--- src/rtl/multiplier_seq_pkg.sv ---
// Shared definitions for the sequential arithmetic units.
// Holds the state encoding and the iteration counter width.
package multiplier_seq_pkg;

    typedef enum logic {
        IDLE = 1'b0,
        CALC = 1'b1
    } state_e;

    function automatic int cnt_w(input int w);
        return $clog2(w) + 1;
    endfunction

endpackage

--- src/rtl/multiplier_seq_dp.sv ---
// Shift/add datapath of the sequential multiplier.
// Holds the shifted operands, the accumulator and the iteration count.
module multiplier_seq_dp
    import multiplier_seq_pkg::*;
#(
    parameter int WIDTH      = 32,
    parameter bit EARLY_EXIT = 1'b1
) (
    input  logic               clk,
    input  logic               rst,
    input  logic               load,
    input  logic               step,
    input  logic [WIDTH-1:0]   multiplicand,
    input  logic [WIDTH-1:0]   multiplier,
    output logic               last,
    output logic [2*WIDTH-1:0] sum
);

    localparam int CW = cnt_w(WIDTH);

    logic [2*WIDTH-1:0] mcand_q, mcand_d;
    logic [2*WIDTH-1:0] acc_q, acc_d;
    logic [WIDTH-1:0]   mplier_q, mplier_d;
    logic [CW-1:0]      cnt_q, cnt_d;

    // sum already includes this cycle's addend, so it is the final
    // product when last is high
    always_comb begin
        sum  = mplier_q[0] ? acc_q + mcand_q : acc_q;
        last = (cnt_q == CW'(1)) ||
               (EARLY_EXIT && ((mplier_q >> 1) == '0));
    end

    always_comb begin
        mcand_d  = mcand_q;
        acc_d    = acc_q;
        mplier_d = mplier_q;
        cnt_d    = cnt_q;
        if (load) begin
            mcand_d  = {{WIDTH{1'b0}}, multiplicand};
            acc_d    = '0;
            mplier_d = multiplier;
            cnt_d    = CW'(WIDTH);
        end else if (step) begin
            acc_d    = sum;
            mcand_d  = mcand_q << 1;
            mplier_d = mplier_q >> 1;
            cnt_d    = cnt_q - CW'(1);
        end
    end

    always_ff @(posedge clk or posedge rst) begin
        if (rst) begin
            mcand_q  <= '0;
            acc_q    <= '0;
            mplier_q <= '0;
            cnt_q    <= '0;
        end else begin
            mcand_q  <= mcand_d;
            acc_q    <= acc_d;
            mplier_q <= mplier_d;
            cnt_q    <= cnt_d;
        end
    end

endmodule

--- src/rtl/multiplier_seq.sv ---
// Sequential shift-and-add unsigned multiplier with start/valid handshake.
// Control FSM, result registers and valid generation live here.
module multiplier_seq
    import multiplier_seq_pkg::*;
#(
    parameter int WIDTH      = 32,
    parameter bit INIT_VLD   = 1'b0,
    parameter bit EARLY_EXIT = 1'b1
) (
    input  logic               clk,
    input  logic               rst,
    input  logic               start,
    input  logic [WIDTH-1:0]   multiplicand,
    input  logic [WIDTH-1:0]   multiplier,
    output logic [2*WIDTH-1:0] product,
    output logic               overflow,
    output logic               busy,
    output logic               valid
);

    state_e             state_q, state_d;
    logic [2*WIDTH-1:0] product_q, product_d;
    logic               overflow_q, overflow_d;
    logic               valid_en_q, valid_en_d;
    logic               load, step, last;
    logic               zero_op;
    logic [2*WIDTH-1:0] sum;

    multiplier_seq_dp #(
        .WIDTH      (WIDTH),
        .EARLY_EXIT (EARLY_EXIT)
    ) u_dp (
        .clk          (clk),
        .rst          (rst),
        .load         (load),
        .step         (step),
        .multiplicand (multiplicand),
        .multiplier   (multiplier),
        .last         (last),
        .sum          (sum)
    );

    assign zero_op = (multiplicand == '0) || (multiplier == '0);
    assign step    = (state_q == CALC);

    always_comb begin
        state_d    = state_q;
        product_d  = product_q;
        overflow_d = overflow_q;
        valid_en_d = valid_en_q;
        load       = 1'b0;
        unique case (state_q)
            IDLE: begin
                if (start) begin
                    valid_en_d = 1'b1;
                    // a zero operand resolves on the accept edge itself
                    if (zero_op) begin
                        product_d  = '0;
                        overflow_d = 1'b0;
                    end else begin
                        load    = 1'b1;
                        state_d = CALC;
                    end
                end
            end
            CALC: begin
                if (last) begin
                    product_d  = sum;
                    overflow_d = |sum[2*WIDTH-1:WIDTH];
                    state_d    = IDLE;
                end
            end
            default: state_d = IDLE;
        endcase
    end

    always_ff @(posedge clk or posedge rst) begin
        if (rst) begin
            state_q    <= IDLE;
            product_q  <= '0;
            overflow_q <= 1'b0;
            valid_en_q <= 1'b0;
        end else begin
            state_q    <= state_d;
            product_q  <= product_d;
            overflow_q <= overflow_d;
            valid_en_q <= valid_en_d;
        end
    end

    assign product  = product_q;
    assign overflow = overflow_q;
    assign busy     = (state_q == CALC);
    assign valid    = (INIT_VLD || valid_en_q) && (state_q == IDLE) && !start;

endmodule

--- config.mk ---
export PLATFORM = sky130hd
export DESIGN_NAME = multiplier_seq
export DESIGN_NICKNAME = d
export VERILOG_FILES = /design/src/rtl/multiplier_seq_pkg.sv /design/src/rtl/multiplier_seq_dp.sv /design/src/rtl/multiplier_seq.sv
export SDC_FILE = /design/constraint.sdc
export NUM_CORES = 1
export LEC_CHECK = 0
export ABC_AREA = 1
export CAP_MARGIN = 25
export CORE_AREA = 2 2 168 170
export CTS_CLUSTER_SIZE = 16
export DETAILED_ROUTE_END_ITERATION = 16
export DIE_AREA = 0 0 170 172
export PLACE_DENSITY = 0.81
export SYNTH_ARGS = -nofsm -noshare
export SYNTH_HDL_FRONTEND = slang
export SYNTH_SLANG_ARGS = --single-unit
--- constraint.sdc ---
create_clock -name clk -period 11.8 [get_ports clk]
set_clock_uncertainty 0.05 [all_clocks]
set_input_delay 3.54 -clock clk [delete_from_list [all_inputs] [get_ports clk]]
set_output_delay 3.54 -clock clk [all_outputs]
set_load 0.01 [all_outputs]
Word level (Yosys, flattened, before mapping)
Index checks and enable logic that the tools add are counted.
{ "totals": {"register_bits": 233, "elab_cells": 49, "in_bits": 67, "out_inout_bits": 67} }
{ "classes": {"mux": 22, "eq_ne": 4, "reduce_logical": 12, "bitwise": 1, "n_addsub": 2} }
{ "op_table": {"columns": ["op", "count"], "rows": [
  ["64-bit 2-to-1 mux", 8],
  ["64-bit case mux with 2 select lines", 1],
  ["32-bit logical NOT", 3],
  ["64-bit adder", 1],
  ["32-bit 2-to-1 mux", 2],
  ["32-bit OR reduction", 1],
  ["6-bit 2-to-1 mux", 2],
  ["1-bit 2-to-1 mux", 7],
  ["6-bit by 1-bit equality test with 1-bit output, second input constant", 1],
  ["6-bit by 1-bit subtractor with 6-bit output, second input constant", 1],
  ["2-bit != test, second input constant", 2],
  ["1-bit case mux with 2 select lines", 2],
  ["3-bit AND reduction", 1],
  ["1-bit logical AND", 2],
  ["1-bit logical OR", 2],
  ["2-bit by 1-bit != test with 1-bit output, second input constant", 1],
  ["2-bit AND reduction", 1],
  ["2-bit nonzero test", 1],
  ["1-bit logical NOT", 1],
  ["1-bit inverter", 1]
]} }

Logic depth before layout (Yosys ltp)
Gate-level depths: netlist (run 1).
{ "depth": {"depth_word": 6, "mapped_depth": 23, "mapped_depth_nobuf": 23} }

By module
Synthesis (run 1) repeated with hierarchy kept, for this count alone.
{ "unflattened": {"cells_unflattened": 2728, "hier_area_um2": 17337.9} }
{ "by_module_without_submodules": {"columns": ["mod", "instances", "cells_per_inst", "seq_area_each_um2", "area_each_um2"], "rows": [
  ["multiplier_seq_dp", 1, 2198, 4154.0, 13558.0],
  ["multiplier_seq", 1, 530, 1676.6, 3779.9]
]} }

Worst setup path before layout (run 1)
Ideal clock, no wire load.
{ "synth_timing": {"kind": "in2out", "startpoint": "input port start", "endpoint": "output port valid", "cell_stages": 1, "n_path_buf": 0, "required_ps": 8210, "arrival_time_ps": 3841, "setup_slack_ps": 4369, "cell_sequence": "nor3_1"} }
{ "synth_via": {"elab_chain_cells": 2} }
{ "synth_lines": {"columns": ["element", "line", "rtl"], "rows": [
  ["start, declared", "multiplier_seq.sv:12", "input logic start,"],
  ["1-bit logical NOT", "multiplier_seq.sv:94", "assign valid = (INIT_VLD || valid_en_q) && (state_q == IDLE) && !start;"],
  ["1-bit logical AND", "multiplier_seq.sv:94", null],
  ["end, declared", "multiplier_seq.sv:18", "output logic valid"]
]} }
No other way between the ends.

Worst setup path after layout (run 1)
Same ends and word-level chain as after synthesis.

==> results.yml, run 1 <==
outcome:
  status: "completed"
synth:
  yosysMostFrequentCell: "nand2_1"
  synth-xor-area-share_pct: 1.190
  synth-simple-area-share_pct: 32.23
  synth_top_family_by_area: "simple AND/OR/NAND/NOR gates"
  synthTopCellsByArea: "dfrtp_1 (36%), nand2_1 (22%), inv_1 (11%)"
  synth_fa_ha_area_share_pct: 5.146
  synth_top_cell_by_area: "dfrtp_1"
  yosys-top-cells-count: "nand2_1 (953), inv_1 (496), dfrtp_1 (233), nor2_1 (166), nand3_1 (114)"
  ys.flop_type: "dfrtp_1"
  synth_compound_area_share_pct: 11.58
  syn_area_um2: 16190
  yosys_warnings: 0
  avgSynthCellArea_um2: 6.567
  netlist_instances: 2466
  synth-seq-cells: 233
  synth-seq-area-share_pct: 36.00
  synth.distinct_cells: 36
  yosysTopAreaCellShare_pct: 36.00
  synth_nets: 2599
  synth_edf_count: 0
  async_reset_ff_share_pct: 100.0
  synthMuxAreaShare_pct: 0
sta:
  hold_viol_final: 0
  finalCriticalPeriod_ns: 8.365
  fmax_ghz: 0.1195
  drv_slew: 0
  relSlewSlack_pct: 36.90
  fin_crit_sh_pct: 70.89
  setup_violations: 0
  tns_ns: 0
  worstMarginPinSlew_ns: 0.9465
  rsz0062_at_grt: "no"
setup_path:
  worstPathRequired_ns: 8.21
  cpPeakStageDelay_ns: 0.57
  endpoint_kind: "output pin"
  cpMostUsedCell: "clkdlybuf4s50_1"
  crit_chain: "clkdlybuf4s50_1, nor3_1, clkdlybuf4s50_1"
  critPathTopFamily: "buffers and inverters"
  cp.buffers_inverters: 2
  startpoint_type: "primary input"
  critPathKind: "in -> out"
  crit_arrival_ns: 4.78
  critPathMaxFanout: 3
  crit_path_top_delay_cell: "clkdlybuf4s50_1"
route:
  vias_per_cell: 5.363
  drc: 0
  dr.first_iter.drc_count: 1377
  routed-via-count: 15720
  routedWlPerCell_um: 16.57
  dr.pass1.iters: 5
  ant_nets: 0
  finalWirelength_um: 48560
power:
  power.density_nw_per_um2: 309.2
  leakage_nw: 10.11
  vdd_drop_max_mv: 0.1908
flow_run:
  cap_violations: 0
clock_network:
  cts_setup_buffers: 0
  cts_tree: "built"
  clock_path_buffers: 3
  cts_made_buffers: 25
  h-tree-depth: 1
  clk_pin_slew_ns: 0.06
  cts.sinks: 233
  ctsResizeCount: 0
  cts.root.buffer_cell: "clkbuf_16"
  insertion_delay_ns: 0.54
  ctsHoldBuffers: 0
placed_design:
  gp_congestion: 1.005
  place.port_buffers: 133
  dp_hpwl_um: 37030
  dp_cells: 2885
  postPlaceCellArea_um2: 17680
final_layout:
  diodes: 0
  drive_above_1_share_pct: 4.333
  final_util_pct: 67.33
  syn_to_final_growth_pct: 14.24
  nets: 2700
  fin_area_um2: 18500
  final_cells: 2931
floorplanning:
  dieWidth_um: 170
  ioPinCount: 134
  rows: 61
  core_um2: 27480
  die_area_um2: 29240
  fp.dieH_um: 172
  start_util_pct: 58.94
min_path:
  hp-class: "reg -> reg"
global_route:
  overflow: 0
  grt_pass1_wl_um: 77110
  grt.total_usage_pct: 33.39
  antenna_found_initial: 0
  grt_pass1_vias: 14920
  grt_max_degree: 87
[placed cells by master (no fill, tap or decap), types with 2 or more instances in the layout]
| cell type | count |
|---|---|
| clkbuf_1 | 8 |
| a21oi_1 | 39 |
| or2_2 | 3 |
| clkbuf_16 | 25 |
| o221ai_1 | 62 |
| xnor2_1 | 3 |
| and3_1 | 2 |
| inv_1 | 494 |
| inv_6 | 2 |
| nor2_1 | 165 |
| nor3_1 | 12 |
| nand3_1 | 114 |
| dfrtp_1 | 232 |
| clkinv_2 | 4 |
| clkbuf_8 | 5 |
| o211ai_1 | 9 |
| ha_1 | 65 |
| buf_4 | 9 |
| o22ai_1 | 34 |
| nand3b_1 | 4 |
| nand4_1 | 19 |
| o21ai_2 | 54 |
| or4_1 | 2 |
| nand2_1 | 953 |
| and2_1 | 4 |
| o21ai_0 | 59 |
| xor2_1 | 19 |
| o21ai_1 | 10 |
| o21bai_1 | 3 |
| nor4_1 | 23 |
| clkdlybuf4s50_1 | 133 |
[path summary, 6_finish.rpt]
check                           start               end  slack, ns  cells past startpoint
setup / recovery                start             valid       3.43                      3
hold / removal             valid_en_q        valid_en_q       0.41                      2
setup reg to reg                 busy       product[27]       7.88                      9
hold reg to reg            valid_en_q        valid_en_q       0.41                      2
max in group asynchronous         rst  u_dp.mcand_q[37]       6.94                      3
min in group asynchronous         rst        product[4]       3.44                      2
[tightest hold or removal path, stage by stage, from the launching register on]
cell and delay (ns):
dfrtp_1 0.33, inv_1 0.05, nand2_1 0.06
[final cells by class]
cell class / instances / area, um2
Fill cell: 2422 / 8976
Multi-Input combinational cell: 1666 / 8134
Sequential cell: 233 / 5832
Inverter: 498 / 1881
Timing Repair Buffer: 143 / 1426
Clock buffer: 38 / 724.4
Tap cell: 346 / 432.9
Clock inverter: 7 / 70.07
[sequential cells by signal, summed over array words and instances, names as in the netlist]
register and count:
overflow 1, u_dp.cnt_q 6, u_dp.acc_q 64, busy 1, product 64, u_dp.mcand_q 64
u_dp.mplier_q 32, valid_en_q 1
[metrics by stage]
step	hold slack, ns	setup slack, ns	total power (W)
6_report	0.4090	3.435	0.005721
5_1_grt	0.4493	3.371	0.006222
4_1_cts	0.4071	3.416	0.005691
3_5_place_dp	0.3912	3.429	0.004884
3_3_place_gp	0.3891	3.439	0.004783
2_1_floorplan	0.3711	1.820	0.003788
[routing by layer]
metal	GRT usage [%]	vias to the layer above	routed length [um]
li1	-	7852	-
met1	44.31	7261	21560
met2	55.99	524	22150
met3	5.974	81	3333
met4	10.14	0	1509
met5	0	-	0
[kinds of logic after synthesis]
logic type                 after synthesis
xor gates and xnor gates                22
buffers and inverters                  567
DFF                                    233
and+or+nand+nor                       1306
adders and majority gates               66
AOI/OAI and AO/OA                      272
[power by group]
part | switching [W] | total [W] | leakage (nW) | internal, W
combinational | 0.00234 | 0.00355 | 6.84 | 0.00121
clock | 0.000326 | 0.000771 | 0.389 | 0.000445
sequential | 0.000237 | 0.00140 | 2.88 | 0.00116
total | 0.00290 | 0.00572 | 10.1 | 0.00282
Note: power is estimated with default switching activity, not from simulation.
==> run 2, diff against run 1 <==
CORE_AREA = 2 2 177 179   (was 2 2 168 170)
DIE_AREA = 0 0 179 181   (was 0 0 170 172)
PLACE_DENSITY = 0.77   (was 0.81)
clock period = 6.8 ns   (was 11.8 ns; I/O delays follow)
==> run 2 against run 1 <==
Compared with the run above: utilization shrank 5.7 points; cell count grew 1.8%; global-route usage shrank 2.9 points; wire length grew 0.56%; sequential share of layout area shrank 0.33 points; non-clock buffer count grew 3; register-to-register slack lost 4.7 ns; design area grew 1.1%; clock power grew 87%; die area grew 11%; count of clock-buffer cells in the layout shrank 1; setup slack lost 2.0 ns.
==> results.yml, run 2 (synthesis results as in run 1) <==
outcome:
  status: "completed"
sta:
  hold_slack_ns: 0.4098
  relSlewSlack_pct: 35.76
  setup_violations: 0
  rsz0062_at_grt: "no"
  drv_slew: 0
  tns_ns: 0
  worstMarginPinSlew_ns: 0.9636
  fmax_ghz: 0.1881
  finalCriticalPeriod_ns: 5.317
  worst_slack_ns: 1.483
  fin_crit_sh_pct: 78.20
  hold_viol_final: 0
flow_run:
  cap_violations: 0
final_layout:
  fillerInstances: 2822
  fin_area_um2: 18700
  layout_commonest_cell: "nand2_1"
  syn_to_final_growth_pct: 15.44
  layout_common_cells: "nand2_1 (953), inv_1 (494), dfrtp_1 (232)"
  nets: 2703
  drive_above_1_share_pct: 4.712
  diodes: 0
route:
  routed-via-count: 15570
  routedWlPerCell_um: 16.36
  ant_nets: 0
  finalWirelength_um: 48830
  dr.pass1.iters: 5
  vias_per_cell: 5.214
  dr.first_iter.drc_count: 1232
  drc: 0
clock_network:
  ctsHoldBuffers: 0
  cts.sinks: 233
  cts_made_buffers: 25
  clock_path_buffers: 3
  cts.root.buffer_cell: "clkbuf_16"
  clk_pin_slew_ns: 0.06
  ctsResizeCount: 0
  h-tree-depth: 1
  cts_setup_buffers: 0
  cts_tree: "built"
  insertion_delay_ns: 0.54
min_path:
  hold_end: "valid_en_q"
  hold_path_depth: 2
  min-delay-start: "valid_en_q"
  hp-class: "reg -> reg"
setup_path:
  crit_arrival_ns: 3.23
  critPathKind: "in -> out"
  critPathLaunch: "start"
  worstPathRequired_ns: 4.71
  endpoint_kind: "output pin"
  reg2reg_to: "overflow"
  startpoint_type: "primary input"
  critPathMaxFanout: 3
  worstRegToRegCells: 18
  timing.rr.start: "u_dp.acc_q[9]"
  rrSetupSlack_ns: 3.20
floorplanning:
  start_util_pct: 53.36
  fp.dieH_um: 181
  ioPinCount: 134
  rows: 64
  die_area_um2: 32400
  core_um2: 30350
  dieWidth_um: 179
power:
  vdd_drop_max_mv: 0.2909
  power.density_nw_per_um2: 536.6
  leakage_nw: 10.18
global_route:
  overflow: 0
  grt_max_degree: 138
  grt_pass1_wl_um: 78450
  grt.total_usage_pct: 30.53
  grt_pass1_vias: 14970
  antenna_found_initial: 0
placed_design:
  dp_slack_ns: 1.474
  postPlaceCellArea_um2: 17790
  gp_congestion: 0.9796
  place.port_buffers: 133
  dp_hpwl_um: 37620
run 2: layer usage:
metal	wire (um)	global-route usage (%)
met3	2969	4.461
met1	22500	42.93
met2	21760	48.48
met4	1601	9.528
met5	0	0
run 2: area by class of cell:
cell class	instances	area (um2)	area share (%)
clock buffer	37	770.7	4.123
inverter	498	1877	10.04
tap	396	495.5	2.650
multi-input combinational	1666	8134	43.51
timing repair buffer	146	1481	7.924
sequential	233	5832	31.19
clock inverter	9	105.1	0.5622
run 2: critical path, cell delays in order:
cell             delay (ns)
clkdlybuf4s50_1        0.44
nor3_1                 0.19
clkdlybuf4s50_1        0.56
run 2: where the power goes:
group / switching, W / internal [W]
Combinational: 0.00404 / 0.00212
Clock: 0.000578 / 0.000858
Sequential: 0.000415 / 0.00202
Total: 0.00504 / 0.00500
run 2: metrics by stage:
stage               power (W)  cells  util [%]
floorplan            0.006574   2466         -
global placement     0.008351   2937     58.53
detailed placement   0.008507   2938     58.62
CTS                   0.01000   2984     61.51
global route          0.01096   2985     61.60
finish                0.01003   2985     61.60
run 2: how the worst max path moves through the flow:
| stage | endpoint |
|---|---|
| floorplan | busy |
| global placement | valid |
| detailed placement | valid |
| CTS | valid |
| global route | valid |
| finish | valid |
==> run 3, diff against run 2 <==
clock period = 4.3 ns   (was 6.8 ns; I/O delays follow)
==> run 3 against run 2 <==
Compared with the run above: global-route usage barely moved; utilization rose by 0.15 points; flip-flop and latch count did not move; count of clock-buffer cells in the layout fell by 1; largest power group unchanged; critical path depth did not move; worst hold slack improved by 0.012 ns.
==> results.yml, run 3 (synthesis results as in run 1) <==
power:
  leakage_nw: 10.21
  power.density_nw_per_um2: 838.6
  vdd_drop_max_mv: 0.4593
global_route:
  grt_pass1_wl_um: 78540
  grt.total_usage_pct: 30.58
  overflow: 0
  antenna_found_initial: 0
  grt_pass1_vias: 14930
  grt_max_degree: 74
sta:
  fin_crit_sh_pct: 89.83
  worstMarginPinSlew_ns: 0.9148
  drv_slew: 0
  hold_slack_ns: 0.4214
  tns_ns: 0
  rsz0062_at_grt: "no"
  finalCriticalPeriod_ns: 3.863
  hold_viol_final: 0
  setup_violations: 0
  relSlewSlack_pct: 39.01
  fmax_ghz: 0.2589
route:
  routedWlPerCell_um: 16.28
  drc: 0
  ant_nets: 0
  dr.first_iter.drc_count: 1324
  routed-via-count: 15610
  finalWirelength_um: 48770
  dr.pass1.iters: 5
  vias_per_cell: 5.212
clock_network:
  cts_made_buffers: 26
  clk_pin_slew_ns: 0.06
  insertion_delay_ns: 0.56
  clock_path_buffers: 3
  cts_setup_buffers: 0
  ctsHoldBuffers: 0
  cts.root.buffer_cell: "clkbuf_16"
  cts.sinks: 233
  h-tree-depth: 1
  ctsResizeCount: 0
  cts_tree: "built"
final_layout:
  fin_area_um2: 18740
  fillerInstances: 2835
  drive_above_1_share_pct: 4.848
  diodes: 0
  multi_input_area_um2: 8134
  nets: 2714
  layout_common_cells: "nand2_1 (953), inv_1 (494), dfrtp_1 (232)"
  regArea_um2: 5832
  syn_to_final_growth_pct: 15.72
  layout_commonest_cell: "nand2_1"
floorplanning:
  core_um2: 30350
  dieWidth_um: 179
  start_util_pct: 53.36
  rows: 64
  die_area_um2: 32400
  ioPinCount: 134
  fp.dieH_um: 181
setup_path:
  cpPeakStageDelay_ns: 0.57
  crit_path_top_delay_cell: "clkdlybuf4s50_1"
  endpoint_kind: "output pin"
  cpMostUsedCell: "clkdlybuf4s50_1"
  crit_arrival_ns: 2.52
  critPathKind: "in -> out"
  critPathTopFamily: "buffers and inverters"
  startpoint_type: "primary input"
  worstPathRequired_ns: 2.96
  cp.buffers_inverters: 2
  critPathMaxFanout: 3
  crit_chain: "clkdlybuf4s50_1, nor3_1, clkdlybuf4s50_1"
placed_design:
  dp_hpwl_um: 38050
  gp_congestion: 0.9642
  postPlaceCellArea_um2: 17940
  place.port_buffers: 133
flow_run:
  cap_violations: 0
min_path:
  hp-class: "reg -> reg"
outcome:
  status: "completed"
-- run 3: report_power, final --
part / internal, W / switching, W
registers: 0.00319 / 0.000642
logic: 0.00337 / 0.00638
clock network: 0.00121 / 0.000920
-- run 3: per-stage QoR --
| stage | setup slack, ns | total power [W] | util [%] | instances |
|---|---|---|---|---|
| final | 0.4372 | 0.01572 | 61.75 | 2995 |
| after global routing | 0.4140 | 0.01719 | 61.75 | 2995 |
| after CTS | 0.4373 | 0.01571 | 61.75 | 2995 |
| after detailed placement | 0.2951 | 0.01350 | 59.12 | 2949 |
| after global placement | 0.3159 | 0.01328 | 59.12 | 2949 |
| after floorplan | -0.08992 | 0.01040 | - | 2466 |
-- run 3: layout make-up --
| class | count | share of cell area, % |
|---|---|---|
| Timing Repair Buffer | 156 | 8.559 |
| Sequential cell | 233 | 31.12 |
| Clock inverter | 10 | 0.4807 |
| Multi-Input combinational cell | 1666 | 43.40 |
| Clock buffer | 36 | 3.779 |
| Inverter | 498 | 10.01 |
| Tap cell | 396 | 2.644 |
-- run 3: per-layer routing --
layer / vias up / GRT usage [%] / share of wire (%)
li1: 7885 / - / -
met3: 69 / 4.335 / 6.2
met4: 0 / 8.748 / 3.1
met5: - / 0 / 0
met2: 470 / 48.26 / 44
met1: 7185 / 43.62 / 47
-- run 3: path summary, 6_finish.rpt --
path,startpoint,to,slack (ns),depth (start not counted)
max in group asynchronous,rst,u_dp.acc_q[33],2.18,3
min in group asynchronous,rst,u_dp.acc_q[7],1.18,2
min,valid_en_q,valid_en_q,0.42,2
max,start,valid,0.44,3
min reg2reg,valid_en_q,valid_en_q,0.42,2
max reg2reg,u_dp.acc_q[6],overflow,0.74,18
-- run 3: worst min-delay path: cells and delay by family, from the launching register on --
kind	cells	cell delay, ns
flip-flops	1	0.33
buffers and inverters	1	0.05
AND/OR/NAND/NOR	1	0.06
